## config.mk

```make
export PLATFORM = sky130hd
export DESIGN_NAME = multicycle_ctrl
export DESIGN_NICKNAME = d
export VERILOG_FILES = /design/src/rtl/rv_ctrl_pkg.sv /design/src/rtl/multicycle_ctrl.sv
export SDC_FILE = /design/constraint.sdc
export NUM_CORES = 1
export LEC_CHECK = 0
export CORE_ASPECT_RATIO = 0.7
export CORE_MARGIN = 2
export CORE_UTILIZATION = 45
export DETAILED_ROUTE_END_ITERATION = 10
export PLACE_DENSITY = 0.78
export SETUP_SLACK_MARGIN = 0.15
export SLEW_MARGIN = 20
export SYNTH_ARGS = -nofsm -noshare
export SYNTH_HDL_FRONTEND = slang
export SYNTH_SLANG_ARGS = --single-unit
```

## constraint.sdc

```tcl
create_clock -name clk -period 2.8 [get_ports clk]
set_input_delay 0.42 -clock clk [delete_from_list [all_inputs] [get_ports clk]]
set_output_delay 0.42 -clock clk [all_outputs]
set_load 0.02 [all_outputs]
```

## src/rtl/rv_ctrl_pkg.sv

```systemverilog
// Shared definitions for the multi-cycle RV32I control path: opcodes,
// datapath select encodings and the controller state enum.
package rv_ctrl_pkg;

  localparam logic [6:0] OP_LOAD   = 7'b0000011;
  localparam logic [6:0] OP_STORE  = 7'b0100011;
  localparam logic [6:0] OP_RTYPE  = 7'b0110011;
  localparam logic [6:0] OP_ITYPE  = 7'b0010011;
  localparam logic [6:0] OP_BRANCH = 7'b1100011;
  localparam logic [6:0] OP_JAL    = 7'b1101111;

  localparam logic [1:0] SRCA_PC    = 2'b00;
  localparam logic [1:0] SRCA_OLDPC = 2'b01;
  localparam logic [1:0] SRCA_RS1   = 2'b10;

  localparam logic [1:0] SRCB_RS2  = 2'b00;
  localparam logic [1:0] SRCB_IMM  = 2'b01;
  localparam logic [1:0] SRCB_FOUR = 2'b10;

  localparam logic [1:0] ALUOP_ADD   = 2'b00;
  localparam logic [1:0] ALUOP_SUB   = 2'b01;
  localparam logic [1:0] ALUOP_FUNCT = 2'b10;

  localparam logic [1:0] RES_ALUOUT  = 2'b00;
  localparam logic [1:0] RES_MEMDATA = 2'b01;
  localparam logic [1:0] RES_ALU     = 2'b10;

  typedef enum logic [3:0] {
    S_FETCH,
    S_DECODE,
    S_MEMADR,
    S_MEMRD,
    S_MEMWB,
    S_MEMWR,
    S_EXEC_R,
    S_EXEC_I,
    S_ALUWB,
    S_BEQ,
    S_JAL,
    S_TRAP
  } state_t;

endpackage

```

## src/rtl/multicycle_ctrl.sv

```systemverilog
// Control FSM of the multi-cycle RV32I core: sequences fetch/decode/execute/
// memory/writeback, drives datapath selects and counts retired instructions.
module multicycle_ctrl
  import rv_ctrl_pkg::*;
#(
  parameter int CNT_W = 32
) (
  input  logic             clk,
  input  logic             reset,
  input  logic [6:0]       opcode,
  input  logic             zero,
  input  logic             mem_ready,
  output logic             mem_req,
  output logic             mem_we,
  output logic             adr_src,
  output logic             ir_we,
  output logic             pc_we,
  output logic             reg_we,
  output logic [1:0]       alu_src_a,
  output logic [1:0]       alu_src_b,
  output logic [1:0]       alu_op,
  output logic [1:0]       result_src,
  output logic             illegal,
  output logic [CNT_W-1:0] instret
);

  state_t           r_state;
  state_t           w_next;
  logic             w_retire;
  logic [CNT_W-1:0] r_instret;

  always_ff @(posedge clk) begin
    if (reset) r_state <= S_FETCH;
    else       r_state <= w_next;
  end

  // opcode only steers the FSM in DECODE and MEMADR
  always_comb begin
    w_next = r_state;
    case (r_state)
      S_FETCH:  if (mem_ready) w_next = S_DECODE;
      S_DECODE: begin
        case (opcode)
          OP_LOAD, OP_STORE: w_next = S_MEMADR;
          OP_RTYPE:          w_next = S_EXEC_R;
          OP_ITYPE:          w_next = S_EXEC_I;
          OP_BRANCH:         w_next = S_BEQ;
          OP_JAL:            w_next = S_JAL;
          default:           w_next = S_TRAP;
        endcase
      end
      S_MEMADR: w_next = (opcode == OP_LOAD) ? S_MEMRD : S_MEMWR;
      S_MEMRD:  if (mem_ready) w_next = S_MEMWB;
      S_MEMWB:  w_next = S_FETCH;
      S_MEMWR:  if (mem_ready) w_next = S_FETCH;
      S_EXEC_R: w_next = S_ALUWB;
      S_EXEC_I: w_next = S_ALUWB;
      S_ALUWB:  w_next = S_FETCH;
      S_BEQ:    w_next = S_FETCH;
      S_JAL:    w_next = S_ALUWB;
      S_TRAP:   w_next = S_TRAP;
      default:  w_next = S_FETCH;
    endcase
  end

  // Moore decode; FETCH enables and BEQ pc_we also look at the handshake/flag
  always_comb begin
    mem_req    = 1'b0;
    mem_we     = 1'b0;
    adr_src    = 1'b0;
    ir_we      = 1'b0;
    pc_we      = 1'b0;
    reg_we     = 1'b0;
    alu_src_a  = SRCA_PC;
    alu_src_b  = SRCB_RS2;
    alu_op     = ALUOP_ADD;
    result_src = RES_ALUOUT;
    illegal    = 1'b0;
    w_retire   = 1'b0;
    case (r_state)
      S_FETCH: begin
        mem_req = 1'b1;
        if (mem_ready) begin
          ir_we      = 1'b1;
          pc_we      = 1'b1;
          alu_src_b  = SRCB_FOUR;
          result_src = RES_ALU;
        end
      end
      S_DECODE: begin
        alu_src_a = SRCA_OLDPC;
        alu_src_b = SRCB_IMM;
      end
      S_MEMADR: begin
        alu_src_a = SRCA_RS1;
        alu_src_b = SRCB_IMM;
      end
      S_MEMRD: begin
        mem_req = 1'b1;
        adr_src = 1'b1;
      end
      S_MEMWB: begin
        result_src = RES_MEMDATA;
        reg_we     = 1'b1;
        w_retire   = 1'b1;
      end
      S_MEMWR: begin
        mem_req  = 1'b1;
        mem_we   = 1'b1;
        adr_src  = 1'b1;
        w_retire = mem_ready;
      end
      S_EXEC_R: begin
        alu_src_a = SRCA_RS1;
        alu_op    = ALUOP_FUNCT;
      end
      S_EXEC_I: begin
        alu_src_a = SRCA_RS1;
        alu_src_b = SRCB_IMM;
        alu_op    = ALUOP_FUNCT;
      end
      S_ALUWB: begin
        reg_we   = 1'b1;
        w_retire = 1'b1;
      end
      S_BEQ: begin
        alu_src_a = SRCA_RS1;
        alu_op    = ALUOP_SUB;
        pc_we     = zero;
        w_retire  = 1'b1;
      end
      S_JAL: begin
        alu_src_a = SRCA_OLDPC;
        alu_src_b = SRCB_FOUR;
        pc_we     = 1'b1;
      end
      S_TRAP:  illegal = 1'b1;
      default: ;
    endcase
  end

  always_ff @(posedge clk) begin
    if (reset)         r_instret <= '0;
    else if (w_retire) r_instret <= r_instret + CNT_W'(1);
  end

  assign instret = r_instret;

endmodule
```

==> results of run 1 <==
logic make-up (layout without fill, tap and decap cells):
group           Yosys count  in the layout  synth area share
compound gates           35             35             0.104
xor+xnor                 25             25             0.108
fa+ha+maj                 1              1           0.00615
buf+inv                  18             76            0.0345
flops                    36             36             0.354
mux                       2              2            0.0105
simple gates            144            144             0.383
worst max path at each step:
stage / to / slack, ps / depth (start not counted)
2_1_floorplan: instret[26] / 570 / 8
3_3_place_gp: pc_we / 310 / 5
3_5_place_dp: pc_we / 260 / 5
4_1_cts: pc_we / 150 / 5
5_1_grt: pc_we / 150 / 5
6_report: pc_we / 270 / 5
worst max-delay path: cells and delay by family:
kind / cells / cell delay (ps)
AND/OR/NAND/NOR: 1 / 80
buffers and inverters: 2 / 1200
AO/OA/AOI/OAI: 2 / 420
area by class of cell:
cell class / instances / area [um^2] / area share
multi-input combinational: 207 / 1240 / 0.446
sequential: 36 / 722 / 0.259
timing repair buffer: 65 / 631 / 0.226
clock buffer: 5 / 68.8 / 0.0247
tap: 55 / 68.8 / 0.0247
clock inverter: 3 / 42.5 / 0.0153
inverter: 3 / 11.3 / 0.00404
layer usage:
metal  wire length [um]  vias up
met1               2470      923
met4                 38        0
li1                   -     1036
met3                381        6
met2               2170       62
met5                  0        -
power by group:
group          internal (mW)  total (mW)  leakage, nW  switching, mW
combinational          0.154       0.332        0.562          0.177
clock                  0.263       0.459       0.0541          0.195
sequential             0.523       0.552        0.291         0.0291
total                  0.941        1.34        0.907          0.402
state kept, by name (all words and copies together), names as in the netlist:
name     cells
r_state      4
instret     32
through the flow:
stage | instance area (um^2) | cells | setup WS, ps | util
final | 2790 | 374 | 268 | 0.641
after global routing | 2790 | 374 | 148 | 0.641
after CTS | 2790 | 374 | 151 | 0.640
after detailed placement | 2670 | 366 | 263 | 0.614
after global placement | 2670 | 366 | 310 | 0.614
after floorplan | 2030 | 261 | 571 | -
layout by cell type (no fill, tap or decap), drive strengths merged, types with 2 or more instances in the layout:
master / count
o22ai: 3
clkbuf: 5
a211oi: 2
nor3b: 5
nor4b: 4
and4: 4
nor2b: 6
clkdlybuf4s50: 57
nand3: 9
nor3: 7
nor2: 42
xnor2: 20
xor2: 5
nand2: 18
or4: 2
buf: 8
o21ai: 8
or3: 5
dfxtp: 36
inv: 3
nand2b: 9
nand4: 10
nand4b: 2
and3: 8
a21oi: 12
or2: 2
nor4: 8
==> results.md, run 1 <==
- CP max stage cell: clkdlybuf4s50_1
- Final setup viols: 0
- Count leader, synth: nor2_1
- Die width: 84.3 um
- Io pins: 58
- Critical Path Most Common Cell: clkdlybuf4s50_1
- Crit end category: output port
- Max clock buf depth: 2
- Layout cell share with drive strength beyond 1: 0.0658
- Die H: 60.2 um
- Initial antenna violation count: 0
- Hold Crit Depth: 2
- CP Launch Point: mem_ready
- Antenna-violating nets left: 0
- PwrDens: 481 nW/um^2
- GR Util met3: 0.0483
- R2r setup slk: 510 ps
- Ant diodes: 0
- TritonCTS clock tree: built
- Cts bufs inserted: 5
- Via/cell ratio: 5.42
- Max Freq: 395 MHz
- Synth area leader: dfxtp_1
- Synth Instances: 261
- Critical path type: in2out
- GRT overflow: 0
- Slew Viols, Final: 0
- Worst-path fanout max: 8
- Unrepaired setup endpoints after global routing: yes
- First-pass DRT Iterations: 5
- Seq cells post-synth: 36
- Layout Nets: 330
- Max incr delay on CP: 610 ps
- Residual DRC count: 0
- CTS Root Cell: clkbuf_8
- Worst Setup Start Kind: primary input
- Clk slew on worst S/H paths: 80 ps
- Netlist Area Pre-Place: 2030 um^2
- Reg2Reg Capture Point: instret[28]
- HPWL Detailed: 3.62 mm
- CTS H-tree lvls: 2
- # hold bufs at CTS: 0
- Hold path start: instret[31]
- Status: completed
- Starting Density: 0.467
- Max-cap viol count: 0
- Net Count, Synth: 273
- # Post-CTS Setup Buffers: 0
- FP Rows: 20
- Final Hold Fails: 0
- Top FF cell, synth: dfxtp_1
- Area delta synth->final: 37.2%
- Ys Warns: 0
- CTS sink count: 36
- Fill cells: 391
- Worst-Margin Slew: 542 ps
- WL per Instance: 13.5 um
- Max transition margin: 0.633
- Post-synthesis area per instance: 7.79 um^2
- Iteration-0 DRC Markers: 153
- Min Tclk post-route: 2530 ps
- Overall Power: 1.34 mW
- Most Crowded Layer GR: met2
- Top-area cell type share of the netlist area: 0.354
- Post-cts sizing count: 0
- Hold Path End: instret[31]
- First-pass GRT wire length: 8.28 mm
- Maximum VDD drop: 0.000279 V
- R2R Path Start: instret[0]
- Clock Latency Late Sink: 290 ps
- Final hold slack: 501 ps
- Post-synth EDFFs: 0
- Met2 global-route usage: 0.316
- Req. time, crit path: 2380 ps
- Hold WC Path Type: reg2reg
- RePlAce Congestion: 0.868
- WP data arrival: 2110 ps
- Sequential area share after synthesis: 0.354
- Final period util: 0.904
- FF-to-FF path depth: 6
- Setup TNS: 0 ps
- Synth cell types: 46
- Synth cell count leaders: nor2_1, dfxtp_1, xnor2_1, nand2_1, clkbuf_1
- Skew final: 8.18 ps
- WL final: 5.06 mm
- IO buf count: 57
- Worst path cell trace: clkdlybuf4s50_1, nand2_1, a211oi_1, a21o_1, clkdlybuf4s50_1
- Leakage power: 0.907 nW
- Core Area: 4350 um^2
- Vias: 2027
- Synth area leaders: dfxtp_1, xnor2_1, nor2_1, nand2_1, a21oi_1
- Largest net degree at the start of global routing: 38
- Grt met1 use: 0.287
- Ys async rst share: 0
- Gr usage total: 0.204
- Vias in the first global route: 1779
- Die ar.: 5080 um^2
Power figures use the tool's default switching activity.
==> inputs of run 2 (changes only) <==
Settings changed: ABC_CLOCK_PERIOD_IN_PS set to 2800.
==> results of run 2 <==
The final DEF is identical to that of run 1; final timing and power are the same.
